File: config.mk
export PLATFORM = sky130hd
export DESIGN_NAME = icache_control
export DESIGN_NICKNAME = d
export VERILOG_FILES = /design/src/rtl/icache_control.sv
export SDC_FILE = /design/constraint.sdc
export NUM_CORES = 1
export LEC_CHECK = 0
export BUFFER_PORTS_ARGS = -buffer_cell sky130_fd_sc_hd__clkbuf_2
export CORE_UTILIZATION = 55
export DETAILED_ROUTE_END_ITERATION = 10
export PLACE_DENSITY = 0.82
export SETUP_SLACK_MARGIN = 0.5
export SYNTH_ARGS = -nofsm -noshare
export SYNTH_HDL_FRONTEND = slang
export SYNTH_SLANG_ARGS = --single-unit
export TNS_END_PERCENT = 20
File: constraint.sdc
create_clock -name clk -period 5.9 [get_ports clk]
set_input_delay 0.885 -clock clk [delete_from_list [all_inputs] [get_ports clk]]
set_output_delay 0.885 -clock clk [all_outputs]
set_load 0.05 [all_outputs]
File: src/rtl/icache_control.sv
// Sequencing controller for a two-way, 8-set instruction cache: hit/miss decision,
// LRU victim fill over a 256-bit pmem line read, and saturating hit/miss counters.
module icache_control (
    input  logic        clk,
    input  logic        rst_n,
    input  logic        cmem_read_i,
    output logic        cmem_resp_o,
    input  logic        hit_i,
    input  logic        hit_way_1_i,
    input  logic        lru_way_i,
    output logic        way_select_o,
    output logic        cache_write_o,
    output logic        valid_bit_datain_o,
    output logic        unleash_cmem_rdata_o,
    output logic        pmem_read_o,
    input  logic        pmem_resp_i,
    output logic [31:0] hit_count_o,
    output logic [31:0] miss_count_o
);

    typedef enum logic [1:0] {
        StIdle,
        StLookup,
        StFetch
    } state_e;

    state_e      state_q, state_d;
    logic        victim_q, victim_d;
    logic        abandon_q, abandon_d;
    logic [31:0] hit_count_q, hit_count_d;
    logic [31:0] miss_count_q, miss_count_d;
    logic        hit_event, miss_event;

    always_comb begin
        state_d              = state_q;
        victim_d             = victim_q;
        abandon_d            = abandon_q;
        cmem_resp_o          = 1'b0;
        unleash_cmem_rdata_o = 1'b0;
        cache_write_o        = 1'b0;
        valid_bit_datain_o   = 1'b0;
        pmem_read_o          = 1'b0;
        way_select_o         = hit_way_1_i;
        hit_event            = 1'b0;
        miss_event           = 1'b0;

        unique case (state_q)
            StIdle: begin
                if (cmem_read_i) begin
                    state_d = StLookup;
                end
            end
            StLookup: begin
                if (!cmem_read_i) begin
                    state_d = StIdle;
                end else if (hit_i) begin
                    cmem_resp_o          = 1'b1;
                    unleash_cmem_rdata_o = 1'b1;
                    hit_event            = 1'b1;
                    state_d              = StIdle;
                end else begin
                    victim_d   = lru_way_i;
                    abandon_d  = 1'b0;
                    miss_event = 1'b1;
                    state_d    = StFetch;
                end
            end
            StFetch: begin
                pmem_read_o  = 1'b1;
                way_select_o = victim_q;
                // A dropped request still completes the fill but skips the replay.
                if (!cmem_read_i) begin
                    abandon_d = 1'b1;
                end
                if (pmem_resp_i) begin
                    cache_write_o      = 1'b1;
                    valid_bit_datain_o = 1'b1;
                    state_d            = (cmem_read_i && !abandon_q) ? StLookup : StIdle;
                end
            end
            default: begin
                state_d = StIdle;
            end
        endcase

        if (!rst_n) begin
            way_select_o = 1'b0;
        end
    end

    always_comb begin
        hit_count_d  = hit_count_q;
        miss_count_d = miss_count_q;
        if (hit_event && (hit_count_q != 32'hFFFF_FFFF)) begin
            hit_count_d = hit_count_q + 32'd1;
        end
        if (miss_event && (miss_count_q != 32'hFFFF_FFFF)) begin
            miss_count_d = miss_count_q + 32'd1;
        end
    end

    always_ff @(posedge clk or negedge rst_n) begin
        if (!rst_n) begin
            state_q      <= StIdle;
            victim_q     <= 1'b0;
            abandon_q    <= 1'b0;
            hit_count_q  <= 32'd0;
            miss_count_q <= 32'd0;
        end else begin
            state_q      <= state_d;
            victim_q     <= victim_d;
            abandon_q    <= abandon_d;
            hit_count_q  <= hit_count_d;
            miss_count_q <= miss_count_d;
        end
    end

    assign hit_count_o  = hit_count_q;
    assign miss_count_o = miss_count_q;

endmodule

==> flow_metrics.env, run 1 <==
export IMPL_swShare_pct=31.9
export IMPL_fin_ws_ns=2.83
export IMPL_core_sq_um=5920
export IMPL_multi_input_area_sq_um=1590
export IMPL_post_place_ws_ns=2.77
export IMPL_clockBufferDepth=2
export IMPL_gp_congestion=0.832
export IMPL_max_freq_mhz=325
export IMPL_syn_area_sq_um=3380
export IMPL_antenna_found_initial=0
export IMPL_ys_top_cells_by_area="dfrtp_1 (50%), xor2_1 (7.8%), xnor2_1 (7.5%)"
export IMPL_ir_drop_mv=0.360
export IMPL_criticalPathCategory="input port to output port"
export IMPL_slew_headroom_pct=44.5
export IMPL_arrival_ns=2.19
export IMPL_holdPathEnd="victim_q"
export IMPL_synth_cells_most_frequent="dfrtp_1 (68), nand2_1 (32), xor2_1 (30)"
export IMPL_setup_tns_ns=0
export IMPL_grt_ovfl_total=0
export IMPL_n_antenna_cell=0
export IMPL_finalSetupViolCount=0
export IMPL_synth_edf_count=0
export IMPL_timing_rr_start="miss_count_o[0]"
export IMPL_synth_nets=335
export IMPL_end_kind="output port"
export IMPL_start_kind="input port"
export IMPL_yosys_register_bits=68
export IMPL_rows=28
export IMPL_grt_total_usage_pct=23.8
export IMPL_synth_area_leader_cell="dfrtp_1"
export IMPL_min_from="victim_q"
export IMPL_finish_utilization_pct=68.1
export IMPL_layout_nets=417
export IMPL_n_fill_cell=466
export IMPL_yosysWarnings=0
export IMPL_period_share_pct=52.1
export IMPL_ant_nets=0
export IMPL_clkPwrFrac_pct=36.3
export IMPL_hold_buffers=0
export IMPL_place_area_sq_um=3820
export IMPL_cts_setup_buffers=0
export IMPL_boundaryPins=77
export IMPL_report_final_slew_viol_count=0
export IMPL_status="finished clean"
export IMPL_power_frac_seq_pct=46.5
export IMPL_finalNonFillerCells=488
export IMPL_power_density_cell_area_nw_per_um2=286
export IMPL_viasPerCell=5.51
export IMPL_cts_resized=0
export IMPL_regArea_sq_um=1700
export IMPL_tightest_slew_ns=0.833
export IMPL_grt_pass1_wl_mm=11.8
export IMPL_synth_seq_area_share_pct=50.4
export IMPL_r2r_end="miss_count_o[21]"
export IMPL_drv_cap=0
export IMPL_cts_root_buf="clkbuf_8"
export IMPL_yosysUniqueCellTypes=49
export IMPL_pwr_share_comb_pct=17.2
export IMPL_first_iter_violations=141
export IMPL_ff2ff_path_depth=6
export IMPL_drc=0
export IMPL_fin_area_sq_um=4030
export IMPL_crit_required_ns=5.02
export IMPL_p_total_mw=1.15
export IMPL_htreeDepth=3
export IMPL_synth_cells=326
export IMPL_grt_start_max_net_pins=70
export IMPL_die_x_um=80.3
export IMPL_holdWs_ns=0.476
export IMPL_p_sw_mw=0.368
export IMPL_finClkSkew_ns=0.0116
export IMPL_cts_made_buffers=9
export IMPL_dp_cells=472
export IMPL_rsz0062_at_grt="false"
export IMPL_die_area_sq_um=6460
export IMPL_initial_core_util_pct=57.0
export IMPL_min_period_ns=3.07
export IMPL_crit_fanout=69
export IMPL_p_int_mw=0.785
export IMPL_leakage_nw=2.02
export IMPL_port_buffers=76
export IMPL_areaGrowthSynthToFinish_pct=19.5
export IMPL_yosysMostFrequentCell="dfrtp_1"
export IMPL_die_height_um=80.3
export IMPL_r2r_slack_ns=3.46
export IMPL_whs_path_depth=2
export IMPL_wl_mm=7.08
export IMPL_layout_drive_gt1_share_pct=25.7
export IMPL_syn_area_per_cell_sq_um=10.4
export IMPL_cts_sinks=68
export IMPL_wl_per_cell_um=14.5
export IMPL_synth_top_area_share_pct=50.4
export IMPL_synthFlopType="dfrtp_1"
export IMPL_clk_pin_slew_ns=0.07
export IMPL_hold_violations=0
export IMPL_async_flop_share_pct=100
export IMPL_grt_pass1_vias=2596
export IMPL_cts_tree="built"
export IMPL_dpl_hpwl_mm=5.16
export IMPL_clk_insertion_delay_late_ns=0.35
export IMPL_drt_pass1_iterations=4
export IMPL_vias=2689
export IMPL_worstHoldPathType="flip-flop to flip-flop"
==> cell type report <==
cell class | instances | area share, %
Inverter | 13 | 1.21
Clock inverter | 7 | 2.26
Timing Repair Buffer | 77 | 9.62
Multi-Input combinational cell | 239 | 39.3
Clock buffer | 9 | 3.07
Sequential cell | 68 | 42.2
Tap cell | 75 | 2.33
==> power groups by stage <==
stage / clock network [mW] / registers, mW / logic (mW)
3_5_place_dp: 0 / 0.544 / 0.201
3_3_place_gp: 0 / 0.543 / 0.198
2_1_floorplan: 0 / 0.633 / 0.0552
5_1_grt: 0.443 / 0.542 / 0.212
4_1_cts: 0.421 / 0.536 / 0.201
6_report: 0.418 / 0.536 / 0.198
==> state kept, by name, indices dropped and copies added, names as in the netlist <==
signal / cells
miss_count_o: 32
victim_q: 1
state_q: 2
abandon_q: 1
hit_count_o: 32
==> critical path: stages <==
cell and delay [ns]:
buf_2 0.07, buf_4 0.63, a21boi_0 0.26, clkbuf_2 0.30
==> per-layer routing <==
layer  share of wire [%]  track usage, %  wire length (um)
met1                  44            30.7              3130
met2                  49            40.1              3480
met3                 5.1            3.98               360
met4                 1.5            8.39               107
met5                   0               0                 0
==> placed cells by master, fill, tap and decap left out, types with 2 or more instances in the layout <==
cell | Yosys | routed
a21oi_1 | 4 | 4
and2_1 | 5 | 5
and3_1 | 8 | 8
and4_1 | 3 | 3
bufinv_16 | 0 | 2
clkbuf_2 | 0 | 75
clkbuf_8 | 0 | 9
clkinv_2 | 0 | 3
dfrtp_1 | 68 | 68
ha_1 | 2 | 2
inv_1 | 11 | 11
nand2_1 | 32 | 32
nand3_1 | 24 | 24
nand4_1 | 15 | 15
nand4b_1 | 2 | 2
nor2_1 | 22 | 22
nor3_1 | 24 | 24
nor4_1 | 5 | 5
nor4_2 | 2 | 2
o211ai_1 | 2 | 2
o21ai_0 | 3 | 3
or2_1 | 2 | 2
or4_1 | 3 | 3
xnor2_1 | 29 | 29
xor2_1 | 30 | 30
==> worst max path at each step <==
stage,slack (ns),startpoint,endpoint,cells after the start
floorplan,2.88,state_q[0],way_select_o,4
global placement,2.81,rst_n,way_select_o,4
detailed placement,2.77,rst_n,way_select_o,4
CTS,2.77,rst_n,way_select_o,4
global route,2.62,rst_n,way_select_o,4
finish,2.83,rst_n,way_select_o,4
==> kinds of logic after synthesis <==
| kind of cell | share of synthesized area, % |
|---|---|
| and+or+nand+nor | 26.7 |
| DFF | 50.4 |
| xor gates and xnor gates | 15.3 |
| buffers and inverters | 2.63 |
| AOI/OAI and AO/OA | 3.48 |
| muxes | 0.778 |
| adders and majority gates | 0.741 |
No activity file was read; power rests on OpenSTA's default activity.
==> run 2, diff against run 1 <==
ABC_AREA = 1   (was default)
CORE_UTILIZATION = 51   (was 55)
PLACE_DENSITY = 0.77   (was 0.82)
clock period = 2.5 ns   (was 5.9 ns; I/O delays follow)
==> run 2 against run 1 <==
  * Clock skew is 0.0016 ns higher
  * Sequential share of layout area decreased by 9.7 points
  * Global-route usage grew 4.1 points
  * Cell count increased by 84%
  * Register-to-register slack got worse by 2.9 ns
  * Final area up 30%
  * Critical path depth unchanged
  * Die area grew 43%
  * Count of clock-buffer cells in the layout increased by 1
  * Worst hold slack worse by 0.24 ns
==> flow_metrics.env, run 2 <==
export IMPL_vias=4648
export IMPL_synth_area_leader_cell="dfrtp_1"
export IMPL_clk_insertion_delay_late_ns=0.35
export IMPL_boundaryPins=77
export IMPL_setup_tns_ns=0
export IMPL_synth_nets=712
export IMPL_period_share_pct=76.1
export IMPL_antenna_found_initial=0
export IMPL_power_frac_seq_pct=45.6
export IMPL_pwr_share_comb_pct=19.9
export IMPL_drv_cap=0
export IMPL_finalNonFillerCells=898
export IMPL_place_area_sq_um=4960
export IMPL_post_place_ws_ns=0.313
export IMPL_synthFlopType="dfrtp_1"
export IMPL_rsz0062_at_grt="true"
export IMPL_grt_pass1_vias=4175
export IMPL_tightest_slew_ns=0.856
export IMPL_max_freq_mhz=526
export IMPL_cts_made_buffers=9
export IMPL_mostFrequentLayoutCells="nand2_1 (340), nor2_1 (105), clkbuf_2 (75)"
export IMPL_grt_pass1_wl_mm=19.7
export IMPL_cts_tree="built"
export IMPL_syn_area_sq_um=4510
export IMPL_rows=33
export IMPL_finalSetupViolCount=0
export IMPL_drt_pass1_iterations=4
export IMPL_report_final_slew_viol_count=0
export IMPL_cts_sinks=68
export IMPL_cts_root_buf="clkbuf_8"
export IMPL_leakage_nw=2.51
export IMPL_grt_start_max_net_pins=69
export IMPL_mostFrequentLayoutCell="nand2_1"
export IMPL_synth_cells=703
export IMPL_synth_cells_most_frequent="nand2_1 (341), nor2_1 (106), dfrtp_1 (68)"
export IMPL_layout_drive_gt1_share_pct=16.0
export IMPL_worstHoldPathType="input port to flip-flop"
export IMPL_first_iter_violations=215
export IMPL_start_kind="flip-flop"
export IMPL_ir_drop_mv=0.670
export IMPL_swShare_pct=33.6
export IMPL_holdWs_ns=0.232
export IMPL_slew_headroom_pct=42.9
export IMPL_n_antenna_cell=0
export IMPL_areaGrowthSynthToFinish_pct=16.4
export IMPL_finClkSkew_ns=0.0132
export IMPL_async_flop_share_pct=100
export IMPL_finish_utilization_pct=62.6
export IMPL_synth_edf_count=0
export IMPL_synth_seq_area_share_pct=37.7
export IMPL_die_area_sq_um=9220
export IMPL_wl_per_cell_um=13.4
export IMPL_yosysMostFrequentCell="nand2_1"
export IMPL_ys_top_cells_by_area="dfrtp_1 (38%), nand2_1 (28%), nor2_1 (8.8%)"
export IMPL_htreeDepth=3
export IMPL_crit_required_ns=2.12
export IMPL_clkPwrFrac_pct=34.6
export IMPL_die_height_um=96.0
export IMPL_initial_core_util_pct=53.8
export IMPL_port_buffers=76
export IMPL_min_period_ns=1.90
export IMPL_end_kind="output port"
export IMPL_status="finished clean"
export IMPL_ant_nets=0
export IMPL_fin_area_sq_um=5250
export IMPL_grt_ovfl_total=0
export IMPL_die_x_um=96.0
export IMPL_core_sq_um=8380
export IMPL_layout_nets=797
export IMPL_yosys_register_bits=68
export IMPL_wl_mm=12.1
export IMPL_dpl_hpwl_mm=8.90
export IMPL_hold_buffers=0
export IMPL_p_int_mw=1.81
export IMPL_clk_pin_slew_ns=0.08
export IMPL_p_sw_mw=0.915
export IMPL_syn_area_per_cell_sq_um=6.41
export IMPL_synth_top_area_share_pct=37.7
export IMPL_grt_total_usage_pct=27.9
export IMPL_criticalPathCategory="flip-flop to output port"
export IMPL_arrival_ns=1.53
export IMPL_yosysUniqueCellTypes=26
export IMPL_clockBufferDepth=2
export IMPL_power_density_cell_area_nw_per_um2=520
export IMPL_drc=0
export IMPL_viasPerCell=5.18
export IMPL_dp_cells=876
export IMPL_p_total_mw=2.73
export IMPL_gp_congestion=0.938
export IMPL_crit_fanout=7
export IMPL_hold_violations=0
export IMPL_fin_ws_ns=0.597
export IMPL_yosysWarnings=0
[run 2: cell types whose count changed after synthesis, moves of 15 or more]
cell     before  now
inv_1        11   57
nand2_1      32  341
nor2_1       22  106
nor3_1       24    2
xnor2_1      29    8
xor2_1       30   15
[run 2: worst paths after layout]
check                                     from  cells past startpoint  slack, ns         endpoint
worst min register to register       abandon_q                      1       0.46       state_q[0]
worst min-delay path                 lru_way_i                      3       0.23         victim_q
min in group asynchronous                rst_n                      2       0.25   hit_count_o[2]
worst max-delay path                state_q[1]                      4       0.60      cmem_resp_o
worst max register to register  hit_count_o[1]                     10       0.61  hit_count_o[31]
max in group asynchronous                rst_n                      2       1.63  miss_count_o[1]
[run 2: critical path, cell delays in order, from the launching register on]
cell and delay [ns]:
dfrtp_1 0.39, inv_1 0.06, nand2_1 0.10, nor2_4 0.29
clkbuf_2 0.34
[run 2: layer usage]
metal  wire length [um]  vias to the layer above  global-route usage, %
li1                   -                     2333                      -
met1               5080                     2159                   33.9
met2               6080                      130                   49.4
met3                570                       26                   3.48
met4                336                        0                   11.8
met5                  0                        -                      0
[run 2: area by class of cell]
type	count	area [sq um]
well taps	105	131
fillers	802	3130
clock inverters	6	63.8
multi-input cells	566	2540
inverters	59	226
flip-flops and latches	68	1700
repair buffers	84	444
clock buffers	10	138
[run 2: kinds of logic after synthesis]
family / share of synthesized area [%]
buffers and inverters: 6.94
xor gates and xnor gates: 4.47
adders and majority gates: 0.555
DFF: 37.7
AOI/OAI and AO/OA: 1.42
and+or+nand+nor: 48.9
[run 2: power by group through the flow]
stage	Clock [mW]	Sequential (mW)	Combinational (mW)
6_report	0.943	1.24	0.542
4_1_cts	0.956	1.24	0.483
5_1_grt	1.00	1.26	0.600
2_1_floorplan	0	1.42	0.198
3_5_place_dp	0	1.26	0.479
3_3_place_gp	0	1.26	0.471
[run 2: repair_timing]
item,4_1_cts,5_1_grt
gates cloned,0,1
endpoints found under the setup margin,25,45
pin swaps,0,3
setup buffers,0,5
hold endpoints to repair,0,0
gates resized for setup,3,8
